--- src/rtl/random_sampler_pkg.sv ---
// Shared types and helpers for the random sampler.
//   state_t   : sampler FSM states (IDLE, RETRY)
//   is_reject : decides whether a sampled value must be discarded
package random_sampler_pkg;

  typedef enum logic [0:0] {
    IDLE  = 1'b0,
    RETRY = 1'b1
  } state_t;

  // Values are passed zero-extended to 32 bits so one helper serves any bus width.
  function automatic logic is_reject(
    input logic [31:0] number,
    input logic [31:0] last,
    input logic        have_last,
    input int unsigned modulus,
    input logic        no_repeat
  );
    logic out_of_range;
    logic repeat_hit;
    out_of_range = (number >= modulus);
    repeat_hit   = no_repeat && (modulus > 1) && have_last && (number == last);
    return out_of_range || repeat_hit;
  endfunction

endpackage

--- src/rtl/random_sampler_sync_fifo.sv ---
// Single-clock FIFO with separately tracked occupancy.
//   clk, rst        : clock, async active-high reset
//   push, data_in   : write request and data (ignored when full)
//   pop             : read request (ignored when empty)
//   data_out        : head entry, forced to 0 when empty
//   full, empty     : occupancy flags
//   level           : entry count, 0..DEPTH
module sync_fifo #(
  parameter int unsigned WIDTH = 4,
  parameter int unsigned DEPTH = 4,
  parameter int unsigned LW    = $clog2(DEPTH + 1)
) (
  input  logic             clk,
  input  logic             rst,
  input  logic             push,
  input  logic [WIDTH-1:0] data_in,
  input  logic             pop,
  output logic [WIDTH-1:0] data_out,
  output logic             full,
  output logic             empty,
  output logic [LW-1:0]    level
);

  localparam int unsigned PW = (DEPTH > 1) ? $clog2(DEPTH) : 1;

  logic [WIDTH-1:0] mem [DEPTH];
  logic [PW-1:0]    wr_ptr;
  logic [PW-1:0]    rd_ptr;
  logic             do_push;
  logic             do_pop;

  assign empty    = (level == '0);
  assign full     = (level == LW'(DEPTH));
  assign do_push  = push && !full;
  assign do_pop   = pop && !empty;
  assign data_out = empty ? '0 : mem[rd_ptr];

  // Pointers wrap naturally because DEPTH is a power of two.
  always_ff @(posedge clk or posedge rst) begin
    if (rst) begin
      wr_ptr <= '0;
      rd_ptr <= '0;
      level  <= '0;
    end else begin
      if (do_push) wr_ptr <= wr_ptr + PW'(1);
      if (do_pop)  rd_ptr <= rd_ptr + PW'(1);
      case ({do_push, do_pop})
        2'b10:   level <= level + LW'(1);
        2'b01:   level <= level - LW'(1);
        default: level <= level;
      endcase
    end
  end

  // Storage needs no reset: reads are masked while empty.
  always_ff @(posedge clk) begin
    if (do_push) mem[wr_ptr] <= data_in;
  end

endmodule

--- src/rtl/random_sampler.sv ---
// Samples a free-running random source on request, resampling on later cycles
// when the value is out of range or repeats the last accepted value, and
// buffers accepted values for a valid/ready consumer.
//   clk, rst   : clock, async active-high reset
//   number     : current random source value
//   req        : sample request
//   out_data   : FIFO head (0 when empty)
//   out_valid  : FIFO non-empty
//   out_ready  : downstream accepts out_data
//   busy       : waiting for an acceptable value
//   drop       : one-cycle pulse, a request was discarded
//   level      : FIFO occupancy
module random_sampler
  import random_sampler_pkg::*;
#(
  parameter int unsigned MODULUS   = 10,
  parameter int unsigned NBITS     = (MODULUS > 1) ? $clog2(MODULUS) : 1,
  parameter int unsigned DEPTH     = 4,
  parameter int unsigned NO_REPEAT = 1,
  parameter int unsigned LW        = $clog2(DEPTH + 1)
) (
  input  logic             clk,
  input  logic             rst,
  input  logic [NBITS-1:0] number,
  input  logic             req,
  output logic [NBITS-1:0] out_data,
  output logic             out_valid,
  input  logic             out_ready,
  output logic             busy,
  output logic             drop,
  output logic [LW-1:0]    level
);

  state_t           state;
  state_t           state_next;
  logic [NBITS-1:0] last;
  logic             have_last;
  logic             push;
  logic             pop;
  logic             full;
  logic             empty;
  logic             reject;
  logic             drop_next;

  assign reject = is_reject(32'(number), 32'(last), have_last, MODULUS, (NO_REPEAT != 0));

  assign out_valid = !empty;
  assign pop       = out_valid && out_ready;
  assign busy      = (state == RETRY);

  sync_fifo #(
    .WIDTH (NBITS),
    .DEPTH (DEPTH),
    .LW    (LW)
  ) u_fifo (
    .clk      (clk),
    .rst      (rst),
    .push     (push),
    .data_in  (number),
    .pop      (pop),
    .data_out (out_data),
    .full     (full),
    .empty    (empty),
    .level    (level)
  );

  // State, drop pulse and last-accepted tracking.
  always_ff @(posedge clk or posedge rst) begin
    if (rst) begin
      state     <= IDLE;
      drop      <= 1'b0;
      last      <= '0;
      have_last <= 1'b0;
    end else begin
      state <= state_next;
      drop  <= drop_next;
      if (push) begin
        last      <= number;
        have_last <= 1'b1;
      end
    end
  end

  // Next-state and push/drop decode; full is checked before this cycle's pop.
  always_comb begin
    state_next = state;
    push       = 1'b0;
    drop_next  = 1'b0;
    case (state)
      IDLE: begin
        if (req) begin
          if (full)        drop_next  = 1'b1;
          else if (reject) state_next = RETRY;
          else             push       = 1'b1;
        end
      end
      RETRY: begin
        if (req) drop_next = 1'b1;
        if (!reject && !full) begin
          push       = 1'b1;
          state_next = IDLE;
        end
      end
      default: state_next = IDLE;
    endcase
  end

endmodule

--- config.mk ---
export PLATFORM = sky130hd
export DESIGN_NAME = random_sampler
export DESIGN_NICKNAME = d
export VERILOG_FILES = /design/src/rtl/random_sampler_pkg.sv /design/src/rtl/random_sampler_sync_fifo.sv /design/src/rtl/random_sampler.sv
export SDC_FILE = /design/constraint.sdc
export NUM_CORES = 1
export LEC_CHECK = 0
export CORE_ASPECT_RATIO = 0.8
export CORE_UTILIZATION = 57
export CTS_CLUSTER_DIAMETER = 30
export DETAILED_ROUTE_END_ITERATION = 12
export PLACE_DENSITY = 0.79
export SLEW_MARGIN = 20
export SYNTH_ARGS = -nofsm -noshare
export SYNTH_HDL_FRONTEND = slang
export SYNTH_SLANG_ARGS = --single-unit
--- constraint.sdc ---
create_clock -name clk -period 5.4 [get_ports clk]
set_input_delay 1.08 -clock clk [delete_from_list [all_inputs] [get_ports clk]]
set_output_delay 1.08 -clock clk [all_outputs]
set_load 0.01 [all_outputs]
== After elaboration in Yosys (flattened, before gate mapping) ==
Memory sizes are Yosys's and may differ from the RTL's.
Cells that the tools add are included.
Storage, ports and cells
  flip-flop bits (word level): 14
  memory bits (writable): 16
  input port bits: 8
  output and inout port bits: 10
  logic and storage cells: 47
  memories: 1
Operators by class
  add/subtract/negate cells: 4
  order comparisons: 1
  eq/ne operators: 4
  muxes and demuxes: 18
  bitwise operators: 1
  reductions and logical operators: 11
Memory list
  u_fifo.mem: depth 4, bits a word 4, read ports 1, clocked after memory_dff 0, wr ports 1, RTL line random_sampler_sync_fifo.sv:26  | logic [WIDTH-1:0] mem [DEPTH];
Operator list (number)
  $mux W1: 13
  $pmux W1 S2: 3
  $pmux W3 S2: 1
  $logic_and A1 B1 Y1: 5
  $add A2 B1 Y2 const B: 2
  $eq A4 B4 Y1: 1
  $ge A4 B4 Y1 const B: 1
  $mux W4: 1
  $add A3 B1 Y3 const B: 1
  $eq A3 B3 Y1 const B: 1
  $logic_not A1 Y1: 3
  $logic_not A3 Y1: 1
  $sub A3 B1 Y3 const B: 1
  $eq A2 B1 Y1 const B: 1
  $eq A2 B2 Y1 const B: 1
  $reduce_bool A2 Y1: 1
  $logic_or A1 B1 Y1: 1
  $not A1 Y1: 1

== Depth between registers and ports, before layout ==
Gate-level depths: netlist (run 1).
  depth after elaboration: 10
  mapped depth: 10
  mapped depth without buffers: 10

== Modules after synthesis ==
A second synthesis (run 1) with hierarchy kept.
Second synthesis, totals
  cells, all modules: 98
  area total of the unflattened synthesis: 1438.9 sq um
Modules (own cells, without submodules)
  sync_fifo: times used 1, cells each 64, area each 1043.5 sq um, sequential area each 655.6 sq um
  random_sampler: times used 1, cells each 34, area each 395.4 sq um, sequential area each 175.2 sq um

== Worst setup path before layout (run 1) ==
No wires, ideal clock.
  kind: input -> register
  from: input port number[3]
  to: register u_fifo.level[2]
  setup time: 79 ps
  data arrival time: 2732 ps
  required time: 5321 ps
  setup slack: 2588 ps
  cell stages on the path: 10
  path buffers: 0
  path through: xor2_1 nor3_1 a21boi_4 inv_1 ha_1 inv_1 fa_1 xor2_1 nor2_1 xor2_1
Between the ends
  word-level cells in the longest chain between the ends: 10
  elaborated cells between the ends (all ways): 16
  classes of those cells: 1 x order compare; 3 x eq/ne; 6 x mux; 6 x reduce/logical
Ends and longest elaborated chain
  start, declared: RTL line random_sampler.sv:24  | input logic [NBITS-1:0] number,
  branches (longest 2 deep; another with $ge A4 B4 Y1)
  $logic_or A1 B1 Y1 (*): RTL line random_sampler_pkg.sv:23  | return out_of_range || repeat_hit;
  $mux W1 / $logic_not A1 Y1 (equally long branches): RTL line random_sampler.sv:93, random_sampler.sv:99
  $mux W1 / $logic_and A1 B1 Y1 (equally long branches): RTL line random_sampler.sv:92, random_sampler.sv:99
  $mux W1, on equally long branches: RTL line random_sampler.sv:91, random_sampler.sv:99
  $pmux W1 S2 (*): RTL line random_sampler.sv:89  | case (state)
  $logic_and A1 B1 Y1 (*): RTL line random_sampler_sync_fifo.sv:34  | assign do_push = push && !full;
  $eq A2 B1 Y1 / $eq A2 B2 Y1 (equally long branches): RTL line random_sampler_sync_fifo.sv:47  | case ({do_push, do_pop})
  $pmux W3 S2 / $reduce_bool A2 Y1 (equally long branches)
  end signal, assigned: RTL line random_sampler_sync_fifo.sv:48  | 2'b10: level <= level + LW'(1);
  end signal, assigned: RTL line random_sampler_sync_fifo.sv:49  | 2'b01: level <= level - LW'(1);
  end signal, assigned: RTL line random_sampler_sync_fifo.sv:50  | default: level <= level;
  end, declared: RTL line random_sampler_sync_fifo.sv:21  | output logic [LW-1:0] level
Every way passes the cells marked *.
A chain may end at the register's enable or synchronous reset.

== Worst setup path in the final report (run 1) ==
Same ends and word-level chain as after synthesis.

==> results of run 1 <==
worst paths after layout:
path,to,slack (ps),cells past startpoint
worst min register to register,have_last,470,1
worst min-delay path,have_last,470,1
min in group asynchronous,drop,1090,2
max in group asynchronous,last[1],3960,2
worst max register to register,u_fifo.level[2],2980,10
worst max-delay path,u_fifo.level[2],2110,11
where the power goes:
group / leakage [nW] / switching [mW] / internal, mW
clock network: 0.0265 / 0.0666 / 0.0518
logic: 0.301 / 0.155 / 0.226
registers: 0.309 / 0.0603 / 0.317
total: 0.637 / 0.282 / 0.595
metal layers:
layer	vias to the layer above	GRT usage, %	routed length [um]
met5	-	0	0
met4	0	14.6	43
met3	5	6.82	85
met2	20	28.6	942
met1	324	25.3	1030
li1	352	-	-
cell usage in the layout, fill, tap and decap left out, drive strengths merged:
cell,Yosys,layout
xor2,6,6
dfrtp,14,14
ha,5,5
nor3,1,1
or3b,1,1
nor2,1,1
clkbuf,1,8
mux4,4,4
nand2,2,2
and2,10,10
xnor2,4,4
edfxtp,16,16
inv,8,8
or2,1,1
a21oi,1,1
o21ai,1,1
clkdlybuf4s50,0,17
o211a,1,1
a31oi,1,1
fa,1,1
mux2,5,5
or3,1,1
a21boi,2,2
mux2i,1,1
cell type report:
type	instances	area, sq um
Tap cell	25	31.3
Multi-Input combinational cell	49	503
Timing Repair Buffer	17	170
Inverter	8	30.0
Fill cell	149	601
Clock buffer	8	48.8
Sequential cell	30	831
per-stage QoR:
| step | std cells | instance area [sq um] |
|---|---|---|
| 2_1_floorplan | 88 | 1370 |
| 3_3_place_gp | 129 | 1570 |
| 3_5_place_dp | 129 | 1570 |
| 4_1_cts | 137 | 1610 |
| 5_1_grt | 137 | 1610 |
| 6_report | 137 | 1610 |
sequential cells by signal, summed over array words and instances, names as in the netlist:
| signal | flops |
|---|---|
| u_fifo.rd_ptr | 2 |
| have_last | 1 |
| u_fifo.wr_ptr | 2 |
| u_fifo.level | 3 |
| last | 4 |
| drop | 1 |
| u_fifo.mem | 16 |
| busy | 1 |
worst max-delay path, delay by kind of cell:
family                   cells  cell delay (ps)
AND/OR/NAND/NOR              2              500
buffers and inverters        3              710
adder cells (fa/ha/maj)      2              540
XOR/XNOR                     3              550
AO/OA/AOI/OAI                1              160
cells by family (layout without fill, tap and decap cells):
family | count (synthesis) | count (layout) | synth area share (%)
compound gates | 6 | 6 | 4.39
mux | 10 | 10 | 12.0
simple gates | 17 | 17 | 7.96
flops | 30 | 30 | 60.8
xor+xnor | 10 | 10 | 6.40
buf+inv | 9 | 33 | 2.47
fa+ha+maj | 6 | 6 | 6.04
==> impl_metrics.csv, run 1 <==
group,metric,value,unit
clock_network,post_cts_resized,0,
route,vias_per_cell,5.12,
synth,synthArstFlopShare,46.7,%
timing,timing.final.crit_share,61.0,%
placement,dpl.hpwl,1550,um
synth,ys_warn_count,0,
power,leakage,0.637,nW
clock_network,clkTransAtPathRegs,80,ps
timing,finalHoldViolCount,0,
cells_and_area,fin_nets,125,
status,violations,"DRC",
route,initialDrtViolationCount,14,
clock_network,post_cts_buffers,0,
setup_path,crit_path_frequent_cell,"xor2_1",
setup_path,cpPeakStageDelay,560,ps
floorplan,die_h,45.8,um
floorplan,die-width,56.8,um
global_routing,antenna_found_initial,0,
power,p_per_area,544,mW/mm^2
setup_path,cp-end-kind,"register",
synth,ys_seq_area_share,60.8,%
global_routing,grt-ovfl-total,0,
clock_network,root_buffer,"clkbuf_4",
timing,finalSetupViolCount,0,
floorplan,core-area,0.00221,sq mm
timing,finClkSkew,6.23,ps
clock_network,hold_buffers,0,
timing,relSlewSlack,65.2,%
hold_path,hold_class,"register to register",
status,outcome,"finished with violations",
global_routing,grt_usage,19.8,%
clock_network,htreeDepth,2,
global_routing,first_global_vias,697,
synth,yosysTopAreaCellShare,35.1,%
power,total_power,877,uW
timing,fin_tns_setup,0,ps
setup_path,critPathSlowestCell,"clkdlybuf4s50_1",
timing,max_freq,304,MHz
floorplan,io_pins,18,
placement,gp_congestion,0.713,
route,vias,701,
floorplan,initial_core_util,61.8,%
clock_network,cts_buffers,5,
synth,ys_top_cells_by_area,"edfxtp_1, dfrtp_1, mux4_2, ha_1, xor2_1",
synth,yosysMostFrequentCell,"edfxtp_1",
timing,hold-worst-slack,469,ps
synth,syn-num-nets,102,
synth,avgSynthCellArea,15.5,sq um
setup_path,crit_fanout,8,
route,final_antenna_net_count,0,
synth,netlist_instances,88,
setup_path,critical_path_required,5640,ps
setup_path,r2r_start,"u_fifo.level[0]",
synth,syn_area,0.00137,sq mm
synth,synth.distinct_cells,26,
floorplan,fp.dieArea,0.00260,sq mm
timing,drv_slew,0,
cells_and_area,layout-drive-gt1-share,20.5,%
setup_path,setup.worst_path.start,"number[3]",
global_routing,grt_pass1_wl,3370,um
timing,rsz0062_at_grt,"false",
synth,synth-main-ff-cell,"edfxtp_1",
placement,dp_slack,1760,ps
clock_network,tritoncts,"yes",
synth,ys_top_cells_by_count,"edfxtp_1, dfrtp_1, inv_1",
cells_and_area,utilization,72.9,%
cells_and_area,diodes,0,
global_routing,grt_max_degree,15,
route,routedWlPerCell,15.3,um
route,drt_pre_antenna_iters,8,
floorplan,placementRows,15,
synth,synth_area_leader_cell,"edfxtp_1",
clock_network,clk_path_buf_depth,2,
setup_path,cp.arrival,3540,ps
cells_and_area,areaGrowthSynthToFinish,18.0,%
synth,synth-edff-count,16,
setup_path,path_cells,"clkdlybuf4s50_1, xor2_1, nor3_1, a21boi_4, inv_1, ha_1, inv_1, fa_1, xor2_1, nor2_1, xor2_1",
power,ir_drop,313,uV
setup_path,criticalPathCategory,"input pin to register",
setup_path,cp-start-kind,"input pin",
route,drc,4,
clock_network,cts.sinks,30,
flow_run,maxCapViolCount,0,
timing,setup_slack,2110,ps
timing,worst_pin_slew,521,ps
clock_network,worstSkewPairLatency,320,ps
timing,post-route-min-period,3290,ps
route,routed_wirelength,2100,um
placement,port_buffers,17,
hold_path,hp-start,"have_last",
synth,ys_ff_latch,30,
No activity file was read; power rests on OpenSTA's default activity.
==> run 2, diff against run 1 <==
--- a/config.mk
+++ b/config.mk
@@ -6,10 +6,10 @@
 export NUM_CORES = 1
 export LEC_CHECK = 0
 export CORE_ASPECT_RATIO = 0.8
-export CORE_UTILIZATION = 57
+export CORE_UTILIZATION = 53
 export CTS_CLUSTER_DIAMETER = 30
 export DETAILED_ROUTE_END_ITERATION = 12
-export PLACE_DENSITY = 0.79
+export PLACE_DENSITY = 0.74
 export SLEW_MARGIN = 20
 export SYNTH_ARGS = -nofsm -noshare
 export SYNTH_HDL_FRONTEND = slang
==> constraint.sdc (replaced) <==
create_clock -name clk -period 3.2 [get_ports clk]
set_input_delay 0.64 -clock clk [delete_from_list [all_inputs] [get_ports clk]]
set_output_delay 0.64 -clock clk [all_outputs]
set_load 0.01 [all_outputs]
==> run 2 against run 1 <==
  * Clock skew grew 1.9 ps
  * The flow now finishes without violations
  * Clock-buffer cell count decreased by 1
  * Via count grew 3.4%
  * Setup slack worse by 1700 ps
  * Sequential cell count is the same
  * Combinational power is 71% higher
  * Register-to-register slack got worse by 2200 ps
  * Highest routed layer unchanged
  * First-iteration DRC count shrank 7.1%
  * Cell count rose by 8.8%
  * Power up 69%
  * Worst hold slack worse by 6.9 ps
==> impl_metrics.csv, run 2 (same netlist as run 1, synthesis figures left out) <==
group,metric,value,unit
status,outcome,"finished clean",
power,p_int,1.01,mW
global_routing,globalRouteMet2Util,25.9,%
setup_path,r2r_end,"u_fifo.level[2]",
setup_path,crit_path_frequent_cell,"xor2_1",
power,combPwrFrac,43.8,%
timing,finClkSkew,8.13,ps
cells_and_area,utilization,67.0,%
floorplan,initial_core_util,56.0,%
cells_and_area,largest_register_ffs,16,
cells_and_area,largestRegisters,"u_fifo.mem x16, last x4, u_fifo.level x3",
global_routing,grtUsageMet1,23.7,%
setup_path,critPathSlowestCell,"clkdlybuf4s50_1",
timing,worst_pin_slew,517,ps
clock_network,cts.sinks,30,
timing,rsz0062_at_grt,"false",
cells_and_area,areaGrowthSynthToFinish,19.6,%
power,p_per_area,909,mW/mm^2
setup_path,criticalPathCategory,"input pin to register",
timing,fin_tns_setup,0,ps
floorplan,core-area,0.00244,sq mm
timing,timing.final.crit_share,87.1,%
hold_path,hold_class,"register to register",
cells_and_area,fin_nets,126,
clock_network,hold_buffers,0,
global_routing,grt_max_degree,15,
power,leakage,0.642,nW
placement,gp_congestion,0.732,
global_routing,met3_usage,5.68,%
route,vias,725,
power,pwr-share-seq,42.8,%
setup_path,crit_cells,11,
route,drc,0,
setup_path,cp-start-kind,"input pin",
floorplan,io_pins,18,
route,vias_per_cell,4.87,
clock_network,tritoncts,"yes",
clock_network,clk_path_buf_depth,2,
cells_and_area,diodes,0,
placement,dpl.hpwl,1590,um
global_routing,grt_pass1_wl,3240,um
power,power_switching,480,uW
placement,port_buffers,17,
clock_network,post_cts_resized,0,
setup_path,crit_end,"u_fifo.level[2]",
global_routing,grt_usage,17.6,%
floorplan,die-width,58.8,um
clock_network,cts_buffers,5,
route,drt_pre_antenna_iters,2,
route,initialDrtViolationCount,13,
cells_and_area,final.fill_count,183,
global_routing,first_global_vias,667,
global_routing,antenna_found_initial,0,
timing,finalSetupViolCount,0,
floorplan,placementRows,16,
timing,post-route-min-period,2790,ps
clock_network,worstSkewPairLatency,320,ps
global_routing,grt-busiest-layer,"met2",
setup_path,r2r_slack,790,ps
timing,relSlewSlack,65.5,%
route,routedWlPerCell,13.5,um
route,routed_wirelength,2010,um
timing,max_freq,359,MHz
setup_path,critical_path_required,3430,ps
setup_path,setup.worst_path.start,"number[3]",
setup_path,path_buf_inv,3,
timing,finalHoldViolCount,0,
cells_and_area,layout-drive-gt1-share,21.2,%
setup_path,r2r_start,"u_fifo.level[0]",
timing,hold-worst-slack,462,ps
flow_run,maxCapViolCount,0,
clock_network,htreeDepth,2,
setup_path,crit_fanout,7,
setup_path,cp-end-kind,"register",
setup_path,path_cells,"clkdlybuf4s50_1, xor2_1, nor3_1, a21boi_4, inv_1, ha_1, inv_1, fa_1, xor2_1, nor2_1, xor2_1",
cells_and_area,layout_common_cells,"clkdlybuf4s50_1, edfxtp_1, dfrtp_1, inv_1",
clock_network,post_cts_buffers,0,
power,clockPowerShare,13.3,%
global_routing,grt-ovfl-total,0,
floorplan,die_h,47.4,um
timing,drv_slew,0,
cells_and_area,regMostFlops,"u_fifo.mem",
setup_path,r2r_cells,10,
power,ir_drop,446,uV
power,total_power,1.49,mW
setup_path,cp.arrival,3020,ps
power,switching_share,32.3,%
setup_path,cpPeakStageDelay,550,ps
floorplan,fp.dieArea,0.00279,sq mm
clock_network,root_buffer,"clkbuf_4",
setup_path,cp_top_family,"buffers and inverters",
route,final_antenna_net_count,0,
clock_network,clkTransAtPathRegs,80,ps
cells_and_area,layout_commonest_cell,"clkdlybuf4s50_1",
[run 2: changes by cell type in the layout (fill, tap and decap cells not counted), sizes merged]
cell    delta
buf        +1
clkinv     +1
clkbuf     -1
[run 2: final cells by class]
type / instances / area (sq um) / share of cell area [%]
Clock inverter: 1 / 3.75 / 0.230
Sequential cell: 30 / 831 / 50.8
Clock buffer: 7 / 45.0 / 2.75
Tap cell: 36 / 45.0 / 2.75
Inverter: 8 / 30.0 / 1.84
Timing Repair Buffer: 18 / 178 / 10.9
Multi-Input combinational cell: 49 / 503 / 30.8
[run 2: routing by layer]
layer / up-vias / share of wire (%)
li1: 353 / -
met1: 352 / 48
met2: 15 / 46
met3: 5 / 4.1
met4: 0 / 1.8
met5: - / 0
[run 2: metrics by stage]
step,instance area (sq um),setup WS [ps],instances
3_3_place_gp,1590,217,141
6_report,1640,412,149
5_1_grt,1640,251,149
4_1_cts,1640,402,149
3_5_place_dp,1590,86.5,141
2_1_floorplan,1370,828,88
[run 2: power groups by stage]
| stage | clock (mW) | combinational, mW | sequential (mW) |
|---|---|---|---|
| after floorplan | 0 | 0.433 | 0.621 |
| after global placement | 0 | 0.636 | 0.640 |
| after detailed placement | 0 | 0.658 | 0.649 |
| after CTS | 0.205 | 0.661 | 0.639 |
| after global routing | 0.220 | 0.723 | 0.656 |
| final | 0.198 | 0.651 | 0.637 |
[run 2: worst reg2reg max path, cell delays in order (launching register included)]
cell and delay [ps]:
dfrtp_1 430, or3b_4 440, o211a_4 170, a21boi_4 140, inv_1 70, ha_1 160, inv_1 60, fa_1 370
xor2_1 150, nor2_1 150, xor2_1 190
[run 2: worst min-delay path by stage]
stage | start | cells after the start | slack (ps) | end
after floorplan | have_last | 1 | 430 | have_last
after global placement | have_last | 1 | 450 | have_last
after detailed placement | have_last | 1 | 450 | have_last
after CTS | have_last | 1 | 470 | have_last
after global routing | have_last | 1 | 500 | have_last
final | have_last | 1 | 460 | have_last
==> run 3, diff against run 2 <==
--- a/config.mk
+++ b/config.mk
@@ -6,10 +6,11 @@
 export NUM_CORES = 1
 export LEC_CHECK = 0
 export CORE_ASPECT_RATIO = 0.8
-export CORE_UTILIZATION = 53
+export CORE_UTILIZATION = 40
 export CTS_CLUSTER_DIAMETER = 30
 export DETAILED_ROUTE_END_ITERATION = 12
-export PLACE_DENSITY = 0.74
+export HOLD_SLACK_MARGIN = 0.02
+export PLACE_DENSITY = 0.58
 export SLEW_MARGIN = 20
 export SYNTH_ARGS = -nofsm -noshare
 export SYNTH_HDL_FRONTEND = slang
==> run 3 against run 2 <==
  * Register-to-register slack better by 100 ps
  * Critical path depth unchanged
  * Routed wire length is 9.4% higher
  * Maximum frequency up 5.7%
  * Sequential power barely moved
==> impl_metrics.csv, run 3 (same netlist as run 1, synthesis figures left out) <==
group,metric,value,unit
status,outcome,"finished clean",
global_routing,antenna_found_initial,0,
hold_path,hold_class,"register to register",
clock_network,clkTransAtPathRegs,60,ps
cells_and_area,areaGrowthSynthToFinish,23.0,%
route,vias,732,
route,routedWlPerCell,14.3,um
global_routing,met3_usage,5.63,%
placement,place_area,0.00160,sq mm
clock_network,clk_path_buf_depth,2,
placement,dp.cells,146,
cells_and_area,regMostFlops,"u_fifo.mem",
clock_network,htreeDepth,2,
timing,timing.final.crit_share,82.4,%
timing,setup_slack,562,ps
route,vias_per_cell,4.75,
floorplan,initial_core_util,43.1,%
setup_path,criticalPathCategory,"input pin to register",
cells_and_area,largest_register_ffs,16,
clock_network,post_cts_buffers,0,
route,routed_wirelength,2200,um
clock_network,worstSkewPairLatency,280,ps
power,p_per_area,937,mW/mm^2
cells_and_area,layout-drive-gt1-share,23.7,%
power,ir_drop,411,uV
route,final_antenna_net_count,0,
cells_and_area,final_cells,154,
global_routing,grt_usage,15.0,%
power,leakage,0.665,nW
route,drc,0,
clock_network,root_buffer,"clkbuf_8",
setup_path,path_cells,"clkdlybuf4s50_1, o21ai_0, o211a_4, a21boi_4, inv_1, ha_1, inv_1, fa_1, xor2_1, nor2_1, xor2_1",
flow_run,maxCapViolCount,0,
global_routing,grt-ovfl-total,0,
clock_network,cts.sinks,30,
timing,worst_pin_slew,534,ps
setup_path,crit_fanout,7,
setup_path,cpPeakStageDelay,630,ps
timing,fin_tns_setup,0,ps
setup_path,cp.arrival,2840,ps
floorplan,fp.dieArea,0.00366,sq mm
floorplan,die_h,54.3,um
timing,hold-worst-slack,472,ps
timing,rsz0062_at_grt,"false",
timing,finalHoldViolCount,0,
cells_and_area,final_cell_area,0.00168,sq mm
setup_path,cp-start-kind,"input pin",
floorplan,placementRows,18,
floorplan,io_pins,18,
clock_network,post_cts_resized,0,
global_routing,globalRouteMet2Util,21.8,%
route,initialDrtViolationCount,43,
cells_and_area,layout_common_cells,"clkdlybuf4s50_1, edfxtp_1, dfrtp_1, inv_1",
global_routing,grtUsageMet1,19.4,%
clock_network,cts_buffers,5,
cells_and_area,layout_commonest_cell,"clkdlybuf4s50_1",
cells_and_area,diodes,0,
route,drt_pre_antenna_iters,4,
setup_path,cp-end-kind,"register",
global_routing,first_global_vias,730,
clock_network,tritoncts,"yes",
timing,post-route-min-period,2640,ps
floorplan,die-width,67.4,um
floorplan,core-area,0.00318,sq mm
timing,drv_slew,0,
global_routing,grt_max_degree,15,
timing,relSlewSlack,64.4,%
placement,gp_congestion,0.709,
timing,max_freq,379,MHz
global_routing,grt-busiest-layer,"met2",
timing,finClkSkew,5.94,ps
clock_network,hold_buffers,0,
cells_and_area,fin_nets,127,
placement,dp_slack,254,ps
placement,port_buffers,17,
global_routing,grt_pass1_wl,3610,um
setup_path,critical_path_required,3400,ps
timing,finalSetupViolCount,0,
cells_and_area,largestRegisters,"u_fifo.mem x16, last x4, u_fifo.level x3",
setup_path,critPathSlowestCell,"clkdlybuf4s50_1",
-- run 3: changes by cell type in the layout (fill, tap and decap cells not counted), sizes merged --
| cell | previous run | this run |
|---|---|---|
| buf | 1 | 2 |
| clkinv | 1 | 2 |
| clkbuf | 7 | 6 |
-- run 3: final timing paths --
path                            startpoint                to  slack (ps)  cells past startpoint
min reg2reg                      have_last         have_last         470                      1
min                              have_last         have_last         470                      1
min in group asynchronous              rst              busy         700                      2
max in group asynchronous              rst  u_fifo.rd_ptr[0]        2140                      2
max reg2reg                u_fifo.level[0]   u_fifo.level[2]         890                     10
max                              number[2]   u_fifo.level[2]         560                     11
-- run 3: worst max-delay path, delay by kind of cell --
kind                     cells  cell delay, ps
buffers and inverters        3             740
AO/OA/AOI/OAI                3             520
XOR/XNOR                     2             290
adder cells (fa/ha/maj)      2             540
AND/OR/NAND/NOR              1             110
-- run 3: area by class of cell --
class | instances | area [sq um]
Fill cell | 269 | 1490
Sequential cell | 30 | 831
Multi-Input combinational cell | 49 | 503
Timing Repair Buffer | 19 | 185
Clock buffer | 6 | 72.6
Tap cell | 40 | 50.0
Inverter | 8 | 30.0
Clock inverter | 2 | 10.0
-- run 3: through the flow --
stage | power, mW | util (%)
after global placement | 1.29 | 50.4
after floorplan | 1.05 | -
after detailed placement | 1.31 | 50.4
after global routing | 1.70 | 53.0
after CTS | 1.59 | 53.0
final | 1.58 | 53.0
-- run 3: layer usage --
layer | part of all wire (%) | up-vias
met5 | 0 | -
met4 | 1.7 | 0
met3 | 4.1 | 5
met2 | 44 | 17
met1 | 50 | 357
li1 | - | 353
-- run 3: where the power goes --
group / internal, mW / leakage [nW] / switching (mW)
combinational: 0.392 / 0.312 / 0.257
clock: 0.150 / 0.0450 / 0.136
sequential: 0.536 / 0.309 / 0.104
total: 1.08 / 0.665 / 0.497
